===== src/rtl/rv_isa_pkg.sv =====
// ---------------------------------------------------------------------------
// rv_isa_pkg
//
// Shared RV32IMF definitions used by the instruction encoder and the main
// opcode decoder.
//
// Contents:
//   instr_fmt_e   - encode-request format codes (FMT_R .. FMT_R4, FMT_RSVD)
//   OP_*          - RV32I / M / F major opcodes
//   F7_MULDIV     - funct7 value that selects the M extension under OP_OP
//   FP_FMT_*      - R4 floating-point fmt field values
//   NOP_INSTR     - canonical NOP (ADDI x0,x0,0)
//   isFpOpcode()  - true for the seven F-extension major opcodes
// ---------------------------------------------------------------------------
package rv_isa_pkg;

    // Format codes carried on the encode-request interface.
    typedef enum logic [2:0] {
        FMT_R    = 3'd0,
        FMT_I    = 3'd1,
        FMT_S    = 3'd2,
        FMT_B    = 3'd3,
        FMT_U    = 3'd4,
        FMT_J    = 3'd5,
        FMT_R4   = 3'd6,
        FMT_RSVD = 3'd7
    } instr_fmt_e;

    // RV32I major opcodes.
    localparam logic [6:0] OP_LOAD     = 7'b0000011;
    localparam logic [6:0] OP_MISC_MEM = 7'b0001111;
    localparam logic [6:0] OP_OP_IMM   = 7'b0010011;
    localparam logic [6:0] OP_AUIPC    = 7'b0010111;
    localparam logic [6:0] OP_STORE    = 7'b0100011;
    localparam logic [6:0] OP_OP       = 7'b0110011;
    localparam logic [6:0] OP_LUI      = 7'b0110111;
    localparam logic [6:0] OP_BRANCH   = 7'b1100011;
    localparam logic [6:0] OP_JALR     = 7'b1100111;
    localparam logic [6:0] OP_JAL      = 7'b1101111;
    localparam logic [6:0] OP_SYSTEM   = 7'b1110011;

    // RV32F major opcodes.
    localparam logic [6:0] OP_LOAD_FP  = 7'b0000111;
    localparam logic [6:0] OP_STORE_FP = 7'b0100111;
    localparam logic [6:0] OP_FMADD    = 7'b1000011;
    localparam logic [6:0] OP_FMSUB    = 7'b1000111;
    localparam logic [6:0] OP_FNMSUB   = 7'b1001011;
    localparam logic [6:0] OP_FNMADD   = 7'b1001111;
    localparam logic [6:0] OP_OP_FP    = 7'b1010011;

    // The M extension reuses OP_OP and is told apart by funct7.
    localparam logic [6:0] F7_MULDIV   = 7'b0000001;

    // R4 fmt field values (single / double precision).
    localparam logic [1:0] FP_FMT_S    = 2'b00;
    localparam logic [1:0] FP_FMT_D    = 2'b01;

    // ADDI x0,x0,0 -- emitted in place of any request that fails a check.
    localparam logic [31:0] NOP_INSTR  = 32'h00000013;

    // Identifies the opcodes that only exist when the F extension is present.
    function automatic logic isFpOpcode(input logic [6:0] opcode);
        logic result;
        case (opcode)
            OP_LOAD_FP, OP_STORE_FP, OP_FMADD, OP_FMSUB,
            OP_FNMSUB, OP_FNMADD, OP_OP_FP: result = 1'b1;
            default:                        result = 1'b0;
        endcase
        return result;
    endfunction

endpackage


===== src/rtl/rv_enc_fifo.sv =====
// ---------------------------------------------------------------------------
// rv_enc_fifo
//
// Small synchronous FIFO that buffers encoded words for the consumer. The
// head entry is presented combinationally from storage, so a word written in
// cycle N is readable in cycle N+1. Storage is cleared on reset so the head
// reads as all-zero while the FIFO is empty after reset.
//
// Parameters:
//   DEPTH  - number of entries (power of two, >= 2)
//   WIDTH  - entry width in bits
//
// Ports:
//   clk     in   clock, rising edge
//   rst     in   asynchronous active-high reset
//   i_push  in   write i_data (ignored while full)
//   i_data  in   entry to write
//   o_full  out  no free entry; depends on registered state only
//   i_pop   in   discard head entry (ignored while empty)
//   o_data  out  head entry
//   o_empty out  no valid entry
// ---------------------------------------------------------------------------
module rv_enc_fifo #(
    parameter int DEPTH = 4,
    parameter int WIDTH = 8
) (
    input  logic             clk,
    input  logic             rst,
    input  logic             i_push,
    input  logic [WIDTH-1:0] i_data,
    output logic             o_full,
    input  logic             i_pop,
    output logic [WIDTH-1:0] o_data,
    output logic             o_empty
);

    localparam int             PTR_W      = (DEPTH > 1) ? $clog2(DEPTH) : 1;
    localparam logic [PTR_W:0] FULL_COUNT = (PTR_W + 1)'(DEPTH);
    localparam logic [PTR_W-1:0] PTR_ONE  = PTR_W'(1);
    localparam logic [PTR_W:0] CNT_ONE    = (PTR_W + 1)'(1);

    logic [WIDTH-1:0] r_mem [DEPTH];
    logic [PTR_W-1:0] r_wrPtr;
    logic [PTR_W-1:0] r_rdPtr;
    logic [PTR_W:0]   r_count;
    logic             w_doPush;
    logic             w_doPop;

    assign o_full   = (r_count == FULL_COUNT);
    assign o_empty  = (r_count == '0);
    assign w_doPush = i_push && !o_full;
    assign w_doPop  = i_pop && !o_empty;
    assign o_data   = r_mem[r_rdPtr];

    // Entry storage. Only the slot under the write pointer changes on a push;
    // pointers wrap naturally because DEPTH is a power of two.
    always_ff @(posedge clk or posedge rst) begin
        if (rst) begin
            for (int i = 0; i < DEPTH; i++) begin
                r_mem[i] <= '0;
            end
        end else if (w_doPush) begin
            r_mem[r_wrPtr] <= i_data;
        end
    end

    // Pointer and occupancy bookkeeping. A simultaneous push and pop moves
    // both pointers and leaves the occupancy unchanged.
    always_ff @(posedge clk or posedge rst) begin
        if (rst) begin
            r_wrPtr <= '0;
            r_rdPtr <= '0;
            r_count <= '0;
        end else begin
            if (w_doPush) begin
                r_wrPtr <= r_wrPtr + PTR_ONE;
            end
            if (w_doPop) begin
                r_rdPtr <= r_rdPtr + PTR_ONE;
            end
            case ({w_doPush, w_doPop})
                2'b10:   r_count <= r_count + CNT_ONE;
                2'b01:   r_count <= r_count - CNT_ONE;
                default: r_count <= r_count;
            endcase
        end
    end

endmodule


===== src/rtl/rv_instr_encoder.sv =====
// ---------------------------------------------------------------------------
// rv_instr_encoder
//
// Streaming RV32IMF instruction encoder: the inverse of the opcode decoder.
// Field-level requests are range-checked, packed into 32-bit words, tagged
// with an issue address and buffered in rv_enc_fifo. A request that fails any
// check is still accepted but is emitted as NOP with the error flag set.
//
// Build option:
//   ENC_FPU_EN  - when defined, R4 format and the F-extension opcodes are
//                 legal and the R4 packer is built. When undefined, any such
//                 request is emitted as NOP/error.
//
// Parameters:
//   FIFO_DEPTH - output buffer entries (power of two, >= 2)
//   ADDR_W     - issue-address width
//   CNT_W      - width of the saturating statistics counters
//
// Ports:
//   clk, rst          clock (rising edge) / async active-high reset
//   in_valid/in_ready encode-request handshake; in_ready depends only on
//                     registered FIFO occupancy
//   in_fmt            0=R 1=I 2=S 3=B 4=U 5=J 6=R4 7=reserved
//   in_opcode         major opcode
//   in_rd..in_rs3     register indices
//   in_funct3         funct3 / rounding mode
//   in_funct7         funct7; bits [1:0] are the R4 fmt field
//   in_imm            immediate as a full signed byte value
//   load_base         load the issue-address counter from base_addr
//   base_addr         value loaded by load_base
//   out_valid/ready   FIFO head handshake
//   out_instr         encoded word at the head
//   out_addr          issue address of the head word
//   out_err           head word was replaced by NOP
//   enc_count         accepted requests, saturating
//   err_count         illegal requests, saturating
// ---------------------------------------------------------------------------
module rv_instr_encoder
    import rv_isa_pkg::*;
#(
    parameter int FIFO_DEPTH = 4,
    parameter int ADDR_W     = 32,
    parameter int CNT_W      = 16
) (
    input  logic              clk,
    input  logic              rst,
    input  logic              in_valid,
    output logic              in_ready,
    input  logic [2:0]        in_fmt,
    input  logic [6:0]        in_opcode,
    input  logic [4:0]        in_rd,
    input  logic [4:0]        in_rs1,
    input  logic [4:0]        in_rs2,
    input  logic [4:0]        in_rs3,
    input  logic [2:0]        in_funct3,
    input  logic [6:0]        in_funct7,
    input  logic [31:0]       in_imm,
    input  logic              load_base,
    input  logic [ADDR_W-1:0] base_addr,
    output logic              out_valid,
    input  logic              out_ready,
    output logic [31:0]       out_instr,
    output logic [ADDR_W-1:0] out_addr,
    output logic              out_err,
    output logic [CNT_W-1:0]  enc_count,
    output logic [CNT_W-1:0]  err_count
);

    localparam int ENTRY_W = 1 + ADDR_W + 32;

    instr_fmt_e          w_fmt;
    logic [31:0]         w_packed;
    logic                w_fmtBad;
    logic                w_opBad;
    logic                w_fpBad;
    logic                w_illegal;
    logic [31:0]         w_instr;
    logic                w_immFits12;
    logic                w_immFits13;
    logic                w_immFits21;
    logic                w_accept;
    logic [ADDR_W-1:0]   w_tag;
    logic                w_fifoFull;
    logic                w_fifoEmpty;
    logic [ENTRY_W-1:0]  w_fifoDin;
    logic [ENTRY_W-1:0]  w_fifoDout;

    logic [ADDR_W-1:0]   r_issueAddr;
    logic [CNT_W-1:0]    r_encCount;
    logic [CNT_W-1:0]    r_errCount;

    assign w_fmt = instr_fmt_e'(in_fmt);

    // A value fits an N-bit signed field when every bit above N-2 equals the
    // sign bit, i.e. bits [31:N-1] are all ones or all zeros.
    assign w_immFits12 = (&in_imm[31:11]) | ~(|in_imm[31:11]);
    assign w_immFits13 = (&in_imm[31:12]) | ~(|in_imm[31:12]);
    assign w_immFits21 = (&in_imm[31:20]) | ~(|in_imm[31:20]);

    // Format packer and per-format immediate checks. B and J immediates are
    // byte offsets of halfword-aligned targets, so bit 0 is dropped from the
    // word and must be zero; U takes the upper 20 bits of a full value whose
    // low 12 bits must already be clear.
    always_comb begin
        w_packed = NOP_INSTR;
        w_fmtBad = 1'b0;
        case (w_fmt)
            FMT_R: begin
                w_packed = {in_funct7, in_rs2, in_rs1, in_funct3, in_rd, in_opcode};
            end
            FMT_I: begin
                w_packed = {in_imm[11:0], in_rs1, in_funct3, in_rd, in_opcode};
                w_fmtBad = !w_immFits12;
            end
            FMT_S: begin
                w_packed = {in_imm[11:5], in_rs2, in_rs1, in_funct3,
                            in_imm[4:0], in_opcode};
                w_fmtBad = !w_immFits12;
            end
            FMT_B: begin
                w_packed = {in_imm[12], in_imm[10:5], in_rs2, in_rs1, in_funct3,
                            in_imm[4:1], in_imm[11], in_opcode};
                w_fmtBad = !w_immFits13 || in_imm[0];
            end
            FMT_U: begin
                w_packed = {in_imm[31:12], in_rd, in_opcode};
                w_fmtBad = |in_imm[11:0];
            end
            FMT_J: begin
                w_packed = {in_imm[20], in_imm[10:1], in_imm[11], in_imm[19:12],
                            in_rd, in_opcode};
                w_fmtBad = !w_immFits21 || in_imm[0];
            end
            FMT_R4: begin
`ifdef ENC_FPU_EN
                w_packed = {in_rs3, in_funct7[1:0], in_rs2, in_rs1, in_funct3,
                            in_rd, in_opcode};
`else
                w_fmtBad = 1'b1;
`endif
            end
            default: begin
                w_fmtBad = 1'b1;
            end
        endcase
    end

    // Every 32-bit RV instruction has opcode[1:0] = 2'b11; anything else
    // belongs to the compressed space and cannot be produced here.
    assign w_opBad = (in_opcode[1:0] != 2'b11);

`ifdef ENC_FPU_EN
    assign w_fpBad = 1'b0;
`else
    // Without the FPU the F opcodes are illegal in any format, and rs3 only
    // feeds the R4 packer, which is not built.
    logic [4:0] w_unusedRs3;
    assign w_unusedRs3 = in_rs3;
    assign w_fpBad     = isFpOpcode(in_opcode);
`endif

    assign w_illegal = w_fmtBad | w_opBad | w_fpBad;
    assign w_instr   = w_illegal ? NOP_INSTR : w_packed;

    // Handshake and tagging. A load_base in the same cycle as an accept
    // overrides the running counter for that word.
    assign in_ready  = !w_fifoFull;
    assign w_accept  = in_valid && in_ready;
    assign w_tag     = load_base ? base_addr : r_issueAddr;
    assign w_fifoDin = {w_illegal, w_tag, w_instr};

    rv_enc_fifo #(
        .DEPTH (FIFO_DEPTH),
        .WIDTH (ENTRY_W)
    ) u_fifo (
        .clk     (clk),
        .rst     (rst),
        .i_push  (w_accept),
        .i_data  (w_fifoDin),
        .o_full  (w_fifoFull),
        .i_pop   (out_ready),
        .o_data  (w_fifoDout),
        .o_empty (w_fifoEmpty)
    );

    assign out_valid = !w_fifoEmpty;
    assign out_instr = w_fifoDout[31:0];
    assign out_addr  = w_fifoDout[ADDR_W+31:32];
    assign out_err   = w_fifoDout[ADDR_W+32];

    // Issue-address counter: advances by one word after each accept, wrapping
    // modulo 2^ADDR_W, and can be reloaded at any time. Entries already in
    // the FIFO keep the tag they were written with.
    always_ff @(posedge clk or posedge rst) begin
        if (rst) begin
            r_issueAddr <= '0;
        end else if (w_accept) begin
            r_issueAddr <= w_tag + ADDR_W'(4);
        end else if (load_base) begin
            r_issueAddr <= base_addr;
        end
    end

    // Statistics counters. Illegal requests still count as accepted; both
    // counters stick at all-ones instead of wrapping.
    always_ff @(posedge clk or posedge rst) begin
        if (rst) begin
            r_encCount <= '0;
            r_errCount <= '0;
        end else if (w_accept) begin
            if (r_encCount != '1) begin
                r_encCount <= r_encCount + CNT_W'(1);
            end
            if (w_illegal && (r_errCount != '1)) begin
                r_errCount <= r_errCount + CNT_W'(1);
            end
        end
    end

    assign enc_count = r_encCount;
    assign err_count = r_errCount;

endmodule

===== config.mk =====
export PLATFORM = sky130hd
export DESIGN_NAME = rv_instr_encoder
export DESIGN_NICKNAME = d
export VERILOG_FILES = /design/src/rtl/rv_isa_pkg.sv /design/src/rtl/rv_enc_fifo.sv /design/src/rtl/rv_instr_encoder.sv
export SDC_FILE = /design/constraint.sdc
export NUM_CORES = 1
export LEC_CHECK = 0
export BUFFER_PORTS_ARGS = -buffer_cell sky130_fd_sc_hd__buf_4
export CAP_MARGIN = 0
export CORE_MARGIN = 8
export CORE_UTILIZATION = 55
export DETAILED_ROUTE_END_ITERATION = 12
export GPL_ROUTABILITY_DRIVEN = 1
export PLACE_DENSITY = 0.88
export SLEW_MARGIN = 20
export SYNTH_ARGS = -nofsm -noshare
export SYNTH_HDL_FRONTEND = slang
export SYNTH_SLANG_ARGS = --single-unit

===== constraint.sdc =====
create_clock -name clk -period 14.7 [get_ports clk]
set_input_delay 0 -clock clk [delete_from_list [all_inputs] [get_ports clk]]
set_output_delay 0 -clock clk [all_outputs]
set_load 0.01 [all_outputs]

# Word-level counts from Yosys, hierarchy flattened

Index checks and enable logic that the tools add are counted.

Memories kept: 0
Memory bits (writable): 0
Input port bits: 109
Bits in latches: 0
Memory bits (read-only): 0
Register bits after elaboration: 331

Multipliers: 0
Equal/unequal tests: 18
Mux-type cells: 13
Order comparisons: 3
Div/mod/pow operators: 0
Shifts and indexed selects: 0
Bitwise gates (word level): 10
Add/subtract/negate cells: 7
Reduce and logical (&&, ||, !) cells: 26

Operator list:

| operator              | number |
|---|---|
| $bwmux 260            | 1 |
| $mux 65               | 3 |
| $pmux 32 s6           | 1 |
| $bmux 65 s2           | 1 |
| $demux 65 s2          | 1 |
| $mux 32               | 3 |
| $eq 7x7->1 const B    | 5 |
| $add 16x1->16 const B | 2 |
| $add 32x3->32 const B | 1 |
| $ne 16x16->1 const B  | 2 |
| $reduce_or 12->1      | 2 |
| $reduce_and 21->1     | 1 |
| $reduce_or 21->1      | 1 |
| $reduce_and 20->1     | 1 |
| $reduce_or 20->1      | 1 |
| $reduce_and 12->1     | 1 |
| $eq 3x3->1 const B    | 3 |
| $eq 7x3->1 const B    | 1 |
| $eq 7x6->1 const B    | 1 |
| $reduce_or 7->1       | 1 |
| $eq 3x2->1 const B    | 2 |
| $ge 3x3->1 const B    | 2 |
| $logic_not 3->1       | 2 |
| $not 2->3             | 2 |
| other kinds (19)      | 36 |

# Longest topological paths before layout

Gate-level depths: netlist of run 1.

Word-level depth: 10
Gate-level depth with buffers: 13

# Cells and area by module

A second synthesis of run 1 with hierarchy kept.

Cells, all modules: 1157
Area, all modules: 16050.4 um^2

By module, submodules not included:

| module           | times used | seq. area each (um^2) | cells an instance | area each (um^2) |
|---|---|---|---|---|
| rv_enc_fifo      | 1          | 6681.4                | 669               | 11696.2 |
| rv_instr_encoder | 1          | 1601.5                | 488               | 4354.2 |

# Worst setup path after synthesis of run 1

OpenSTA, ideal clock, no wires.

Path kind: in2reg
Start: input port load_base
End: register r_issueAddr[30]
Stages on the path: 13
Buffers on the path: 4
Arrival time: 2663 ps
Path slack: 11902 ps
Path through: buf_6 clkbuf_1 buf_2 buf_2 mux2i_1 inv_1 ha_1 inv_1 nor4_1 nand3_1 or3_4 nor3_2 xnor2_1

Word-level cells in the longest chain between the ends: 3

RTL lines:

| element               | line                    | RTL |
|---|---|---|
| from (decl)           | rv_instr_encoder.sv:58  | `input logic load_base,` |
| $mux 32               | -                       |  |
| net u_fifo.i_data[35] | rv_enc_fifo.sv:30       | `input logic [WIDTH-1:0] i_data,` |
| $add 32x3->32         | rv_instr_encoder.sv:198 | `r_issueAddr <= w_tag + ADDR_W'(4);` |
| $mux 32               | rv_instr_encoder.sv:197 | `end else if (w_accept) begin` |
| to (signal assigned)  | rv_instr_encoder.sv:198 |  |
| to (signal assigned)  | rv_instr_encoder.sv:200 | `r_issueAddr <= base_addr;` |
| to (decl)             | rv_instr_encoder.sv:88  | `logic [ADDR_W-1:0] r_issueAddr;` |

The timed path passes the listed nets, and every way through them passes these cells.
A chain may end at the register's enable or synchronous reset.

# Final worst setup path of run 1

Start: register u_fifo.r_count[2]
End: register r_issueAddr[28]

Word-level cells in the longest chain between the ends: 4

RTL lines:

| element                | line                    | RTL |
|---|---|---|
| from (decl)            | rv_enc_fifo.sv:45       | `logic [PTR_W:0] r_count;` |
| from (signal assigned) | rv_enc_fifo.sv:82       | `2'b10: r_count <= r_count + CNT_ONE;` |
| from (signal assigned) | rv_enc_fifo.sv:83       | `2'b01: r_count <= r_count - CNT_ONE;` |
| from (signal assigned) | rv_enc_fifo.sv:84       | `default: r_count <= r_count;` |
| $eq 3x3->1             | rv_enc_fifo.sv:49       | `assign o_full = (r_count == FULL_COUNT);` |
| $logic_not 1->1        | rv_instr_encoder.sv:167 | `assign in_ready = !w_fifoFull;` |
| $logic_and 1x1->1      | rv_instr_encoder.sv:168 | `assign w_accept = in_valid && in_ready;` |
| $mux 32                | rv_instr_encoder.sv:197 |  |

Every way passes these cells.

==> qor.csv, run 1 <==
metric,value,unit
Detail Placement HPWL,24.8,mm
cell taking the most area after synthesis,dfrtp_1,
skew final,0.0254,ns
"Top FF cell, synth",dfrtp_1,
Top delay family on crit path,simple AND/OR/NAND/NOR gates,
htree depth,2,
first-pass GRT wire length,65.7,mm
critical-path cell list,"or3b_2, and2_1, clkinv_1, nor4_1, nand3_1, or3_4, nor3_2, xnor2_1",
CP max stage delay,0.77,ns
top area cells in the synthesized netlist,"dfrtp_1 (55%), mux4_2 (9.7%), nand2_1 (7.5%)",
final instance area,0.0186,mm²
RSZ-0062 raised after global routing,false,
Worst Path Required,15.08,ns
WHS,0.00401,ns
Mapped Nets,1498,
clk_lat worst skew,0.53,ns
CP max stage cell,and2_1,
fin crit share,28.2,%
"Clk pin slew, worst setup/hold paths",0.06,ns
Final ANT Viol Nets,0,
Max Root-Sink Buffers,3,
CTS Sinks,331,
total gr overflow,0,
Final Hold Fails,0,
CTS root buf,clkbuf_16,
P&R area growth vs syn,23.6,%
final setup vio count,0,
worst slew pin tran,1.03,ns
Slew headroom,31.2,%
I/O pin cnt,208,
"Slew Viols, Final",0,
register bit total from synthesis,331,
"commonest cells after routing, fill and taps aside","dfrtp_1 (329), nand2_1 (298), o21ai_0 (225)",
CP Max Fanout,14,
vias in the first global route,12462,
Chip Width,182,µm
filler instances,1810,
Post-synth EDFFs,0,
Hold/Removal Path Class,primary input to flip-flop,
WP buf/inv,1,
vias per inst,6.12,
total wire length,40.4,mm
Initial DRC Count,973,
CP endpoint kind,flip-flop,
post-CTS sizing,0,
sequential-to-total area share from yosys stat,54.9,%
wire per inst,20.7,µm
setup_tns,0,ns
Mapped Area,0.0151,mm²
Reg power frac,38.9,%
die height,182,µm
post-synth top area share,54.9,%
core box area,0.0270,mm²
Sw Share,33.4,%
cts bufs inserted,36,
Clk pwr share,28.7,%
Max VDD drop,122,µV
Die Area,0.0330,mm²
layout cells sized above 1,22.9,%
Total GRT Usage,24.5,%
number of remaining DRC errors,0,
number of antenna violations at the first check in global routing,2,
"commonest non-fill, non-tap cell in the layout",dfrtp_1,
status,finished clean,
Max Clock Freq,0.241,GHz
Pwr per Cell Area,186,mW/mm²
cell count after synthesis,1380,
fin crit period,4.14,ns
largest net degree at the start of global routing,93,
overall power,3.46,mW
P_sw,1.16,mW
WP data arrival,4.52,ns
nature of the critical path startpoint,flip-flop,
routed vias,11984,
row cnt,60,
Starting Density,56.0,%
max-cap check violation count,0,
Pint,2.31,mW
Static Leak,8.34,nW
Final GP Congestion,0.910,
ys async rst share,100,%
DP Area,0.0168,mm²
CTS tree,done,
Logic pwr share,32.4,%
IO Port Bufs,202,
R2R Setup Slk,10.56,ns
Synth Area per Inst,10.9,µm²
number of synthesis warnings,0,
"Distinct cells, synth",56,
critical path class,flip-flop to flip-flop,
nets,1704,
Final Util,69.2,%
drt pass-1 iters,7,
## flip-flops by register name, indices dropped and copies added, names as in the netlist
register / count
enc_count: 16
err_count: 16
r_issueAddr: 32
u_fifo.r_count: 3
u_fifo.r_mem: 260
u_fifo.r_rdPtr: 2
u_fifo.r_wrPtr: 2
## per-layer routing
metal  up-vias  track usage (%)  wire [µm]
li1       5302                -          -
met1      5940             30.2      15700
met2       565             39.9      19800
met3       177             5.67       2850
met4         0             12.8       2110
met5         -                0          0
## worst paths after layout
check / start / to / cells after the start
worst max-delay path: u_fifo.r_count[2] / r_issueAddr[28] / 8
worst min-delay path: base_addr[30] / r_issueAddr[30] / 3
worst max register to register: u_fifo.r_count[2] / r_issueAddr[28] / 8
worst min register to register: u_fifo.r_mem[66] / u_fifo.r_mem[66] / 1
max in group asynchronous: rst / u_fifo.r_rdPtr[1] / 5
min in group asynchronous: rst / u_fifo.r_mem[173] / 3
## cells by family after synthesis
group	Yosys count	share of synthesized area, %
simple gates	439	13.1
mux	105	12.5
flops	331	54.9
xor+xnor	63	3.66
compound gates	322	12.2
buf+inv	111	2.85
fa+ha+maj	9	0.796
## stage by stage
step | instances | setup WS [ns]
final | 1957 | 10.56
after global routing | 1955 | 10.36
after CTS | 1955 | 10.68
after detailed placement | 1839 | 10.71
after global placement | 1839 | 10.76
after floorplan | 1380 | 5.53
## tightest hold or removal path: cells and delay by family
kind | cells | cell delay, ns
muxes | 1 | 0.20
xor gates and xnor gates | 1 | 0.20
buffers and inverters | 1 | 0.08
## synthesized netlist by cell type, drive strengths merged (14+ instances only)
cell type / count
a21oi: 14
nor3: 16
xor2: 15
o21ai: 225
a22oi: 22
o31ai: 36
nand4: 15
buf: 33
nand3: 18
mux2i: 31
nand2: 302
clkbuf: 62
mux4: 65
xnor2: 48
inv: 15
dfrtp: 331
nor2b: 14
## power by group through the flow
stage | registers (mW) | clock network (mW) | logic (mW)
after floorplan | 1.29 | 0 | 0.721
after global placement | 1.33 | 0 | 1.07
after detailed placement | 1.35 | 0 | 1.11
after CTS | 1.34 | 1.01 | 1.13
after global routing | 1.38 | 1.04 | 1.24
final | 1.35 | 0.994 | 1.12
## repair_timing
action | CTS | global route
buffers inserted | 0 | 0
endpoints found under the setup margin | 0 | 0
hold endpoints to repair | 263 | 0
hold buffers | 50 | 0
## final cells by class
type | instances | area (µm²) | share of cell area, %
Antenna cell | 2 | 5.00 | 0.0269
Clock buffer | 49 | 1080 | 5.80
Clock inverter | 17 | 250 | 1.34
Inverter | 16 | 67.6 | 0.362
Multi-Input combinational cell | 938 | 6420 | 34.4
Sequential cell | 331 | 8290 | 44.5
Tap cell | 341 | 427 | 2.29
Timing Repair Buffer | 263 | 2100 | 11.3
Power figures use the tool's default switching activity.
==> run 2, diff against run 1 <==
--- a/config.mk
+++ b/config.mk
@@ -8,10 +8,10 @@
 export BUFFER_PORTS_ARGS = -buffer_cell sky130_fd_sc_hd__buf_4
 export CAP_MARGIN = 0
 export CORE_MARGIN = 8
-export CORE_UTILIZATION = 55
+export CORE_UTILIZATION = 52
 export DETAILED_ROUTE_END_ITERATION = 12
 export GPL_ROUTABILITY_DRIVEN = 1
-export PLACE_DENSITY = 0.88
+export PLACE_DENSITY = 0.87
 export SLEW_MARGIN = 20
 export SYNTH_ARGS = -nofsm -noshare
 export SYNTH_HDL_FRONTEND = slang
==> constraint.sdc (replaced) <==
create_clock -name clk -period 3.45 [get_ports clk]
set_input_delay 0 -clock clk [delete_from_list [all_inputs] [get_ports clk]]
set_output_delay 0 -clock clk [all_outputs]
set_load 0.01 [all_outputs]
==> run 2 against run 1 <==
Compared with the run above: routed wire length is 1.1% higher; critical path depth is 1 higher; register-to-register slack worse by 10 ns; setup slack worse by 10 ns; via count is 0.24% higher; utilization is 3.6 points lower; clock power grew to 3.9 times the previous value; worst hold slack better by 0.0055 ns; global-route usage is 1.7 points lower; clock skew is 0.013 ns lower; combinational power grew to 4.3 times the previous value; fmax is 43% higher; critical endpoint is now r_issueAddr[30]; largest power group unchanged; highest routed layer unchanged.
==> qor.csv, run 2 (same netlist as run 1, synthesis figures left out) <==
metric,value,unit,change
CTS tree,done,,
Starting Density,52.7,%,-3.3 points
Hold/Removal Path Class,primary input to flip-flop,,
layout cells sized above 1,22.9,%,-0.027 points
"commonest cells after routing, fill and taps aside","dfrtp_1 (329), nand2_1 (298), o21ai_0 (225)",,
Slew headroom,40.5,%,+9.2 points
number of remaining DRC errors,0,,unchanged
vias in the first global route,12419,,-0.35%
CTS root buf,clkbuf_16,,
Max VDD drop,462,µV,+280%
"Most flops, register",u_fifo.r_mem,,
Final Util,65.6,%,-3.6 points
Static Leak,8.38,nW,+0.53%
vias per inst,5.96,,-2.6%
Max Root-Sink Buffers,3,,unchanged
Final GP Congestion,0.936,,+2.8%
"commonest non-fill, non-tap cell in the layout",dfrtp_1,,
Worst Path Required,3.83,ns,-11.25 ns
Total GRT Usage,22.8,%,-1.7 points
"Slew Viols, Final",0,,unchanged
Die Area,0.0347,mm²,+5.3%
setup_tns,0,ns,unchanged
post-CTS sizing,0,,unchanged
postcts setup bufs,0,,unchanged
register area,0.00829,mm²,about the same
nets,1721,,+1.0%
die height,186,µm,+2.6%
cts bufs inserted,36,,unchanged
P&R area growth vs syn,24.5,%,
total gr overflow,0,,unchanged
CP Max Fanout,8,,-6
IO Port Bufs,202,,unchanged
Post-CTS Hold Fix Bufs,53,,+6.0%
fin crit share,84.1,%,+56 points
Final Hold Fails,0,,unchanged
Pwr per Cell Area,773,mW/mm²,+320%
drt pass-1 iters,6,,-1
filler instances,2029,,+12%
row cnt,62,,+3.3%
wire per inst,20.3,µm,-1.7%
routed vias,12013,,+0.24%
overall power,14.5,mW,+320%
Chip Width,186,µm,+2.6%
CP max stage cell,or3_4,,
number of antenna violations at the first check in global routing,1,,-1
Largest regs,"u_fifo.r_mem (260), r_issueAddr (32)",,
Top delay family on crit path,simple AND/OR/NAND/NOR gates,,
WP data arrival,3.28,ns,-1.24 ns
clk_lat worst skew,0.52,ns,about the same
"Clk pin slew, worst setup/hold paths",0.06,ns,about the same
Detail Placement HPWL,26.1,mm,+5.4%
max reg flops,260,,unchanged
total wire length,40.9,mm,+1.1%
I/O pin cnt,208,,unchanged
CTS Sinks,331,,unchanged
largest net degree at the start of global routing,87,,-6.5%
critical-path cell list,"or3b_2, and2_1, clkinv_1, nor4_1, buf_4, nand3_1, or3_4, nor3_2, xnor2_1",,
nature of the critical path startpoint,flip-flop,,
htree depth,2,,unchanged
RSZ-0062 raised after global routing,false,,
first-pass GRT wire length,65.4,mm,-0.52%
CP max stage delay,0.47,ns,-0.30 ns
final setup vio count,0,,unchanged
core box area,0.0286,mm²,+6.2%
fin crit period,2.90,ns,-1.24 ns
Max Clock Freq,0.345,GHz,+43%
CP endpoint kind,flip-flop,,
Initial DRC Count,1030,,+5.9%
status,finished clean,,
WHS,0.00949,ns,+0.00548 ns
worst slew pin tran,0.868,ns,-0.163 ns
critical path class,flip-flop to flip-flop,,
max-cap check violation count,0,,unchanged
Final ANT Viol Nets,0,,unchanged
area of the multi-input gates,0.00642,mm²,unchanged
skew final,0.0125,ns,-0.0129 ns
WP buf/inv,2,,+1
[run 2: cell count changes in the layout (fill, tap and decap cells not counted), sizes merged, moves of 2 or more]
cell,delta
clkbuf,+7
buf,+14
clkinv,-2
dlygate4sd3,+3
clkinvlp,-2
bufinv,-4
[run 2: worst reg2reg max path: stages, from the launching register on]
cell and delay, ns:
dfrtp_1 0.39, or3b_2 0.28, and2_1 0.17, clkinv_1 0.32, nor4_1 0.41, buf_4 0.19, nand3_1 0.25, or3_4 0.47
nor3_2 0.20, xnor2_1 0.08
[run 2: path summary, 6_finish.rpt]
kind                              startpoint                 to  slack (ns)  cells after the start
setup / recovery           u_fifo.r_count[2]    r_issueAddr[30]        0.55                      9
max in group asynchronous                rst  u_fifo.r_mem[220]        2.24                      4
hold reg to reg              u_fifo.r_mem[0]    u_fifo.r_mem[0]        0.46                      1
hold / removal                 base_addr[29]    r_issueAddr[29]       0.009                      3
setup reg to reg           u_fifo.r_count[2]    r_issueAddr[30]        0.55                      9
min in group asynchronous                rst  u_fifo.r_mem[238]        0.20                      3
[run 2: power by group]
part | leakage [nW] | internal [mW] | switching (mW)
clock | 0.585 | 2.32 | 1.54
sequential | 4.26 | 4.99 | 0.892
combinational | 3.53 | 2.27 | 2.49
total | 8.38 | 9.59 | 4.92
[run 2: routing by layer]
metal	up-vias	GRT usage [%]	routed length, µm
met5	-	0	0
met4	0	12.0	2150
met3	160	4.68	2670
met2	523	37.0	19800
met1	6005	28.5	16200
li1	5325	-	-
[run 2: area by class of cell]
cell class	count	area share, %
sequential	331	44.2
clock inverter	8	0.520
antenna	1	0.0133
multi-input combinational	938	34.2
clock buffer	56	5.79
tap	384	2.56
inverter	16	0.340
timing repair buffer	280	12.4
[run 2: through the flow]
stage                     instances  setup slack, ns  instance area [µm²]
after floorplan                1380           -0.971                15100
after global placement         1896            0.714                17100
after detailed placement       1896            0.660                17100
after CTS                      2013            0.653                18800
after global routing           2014            0.377                18800
final                          2014            0.550                18800
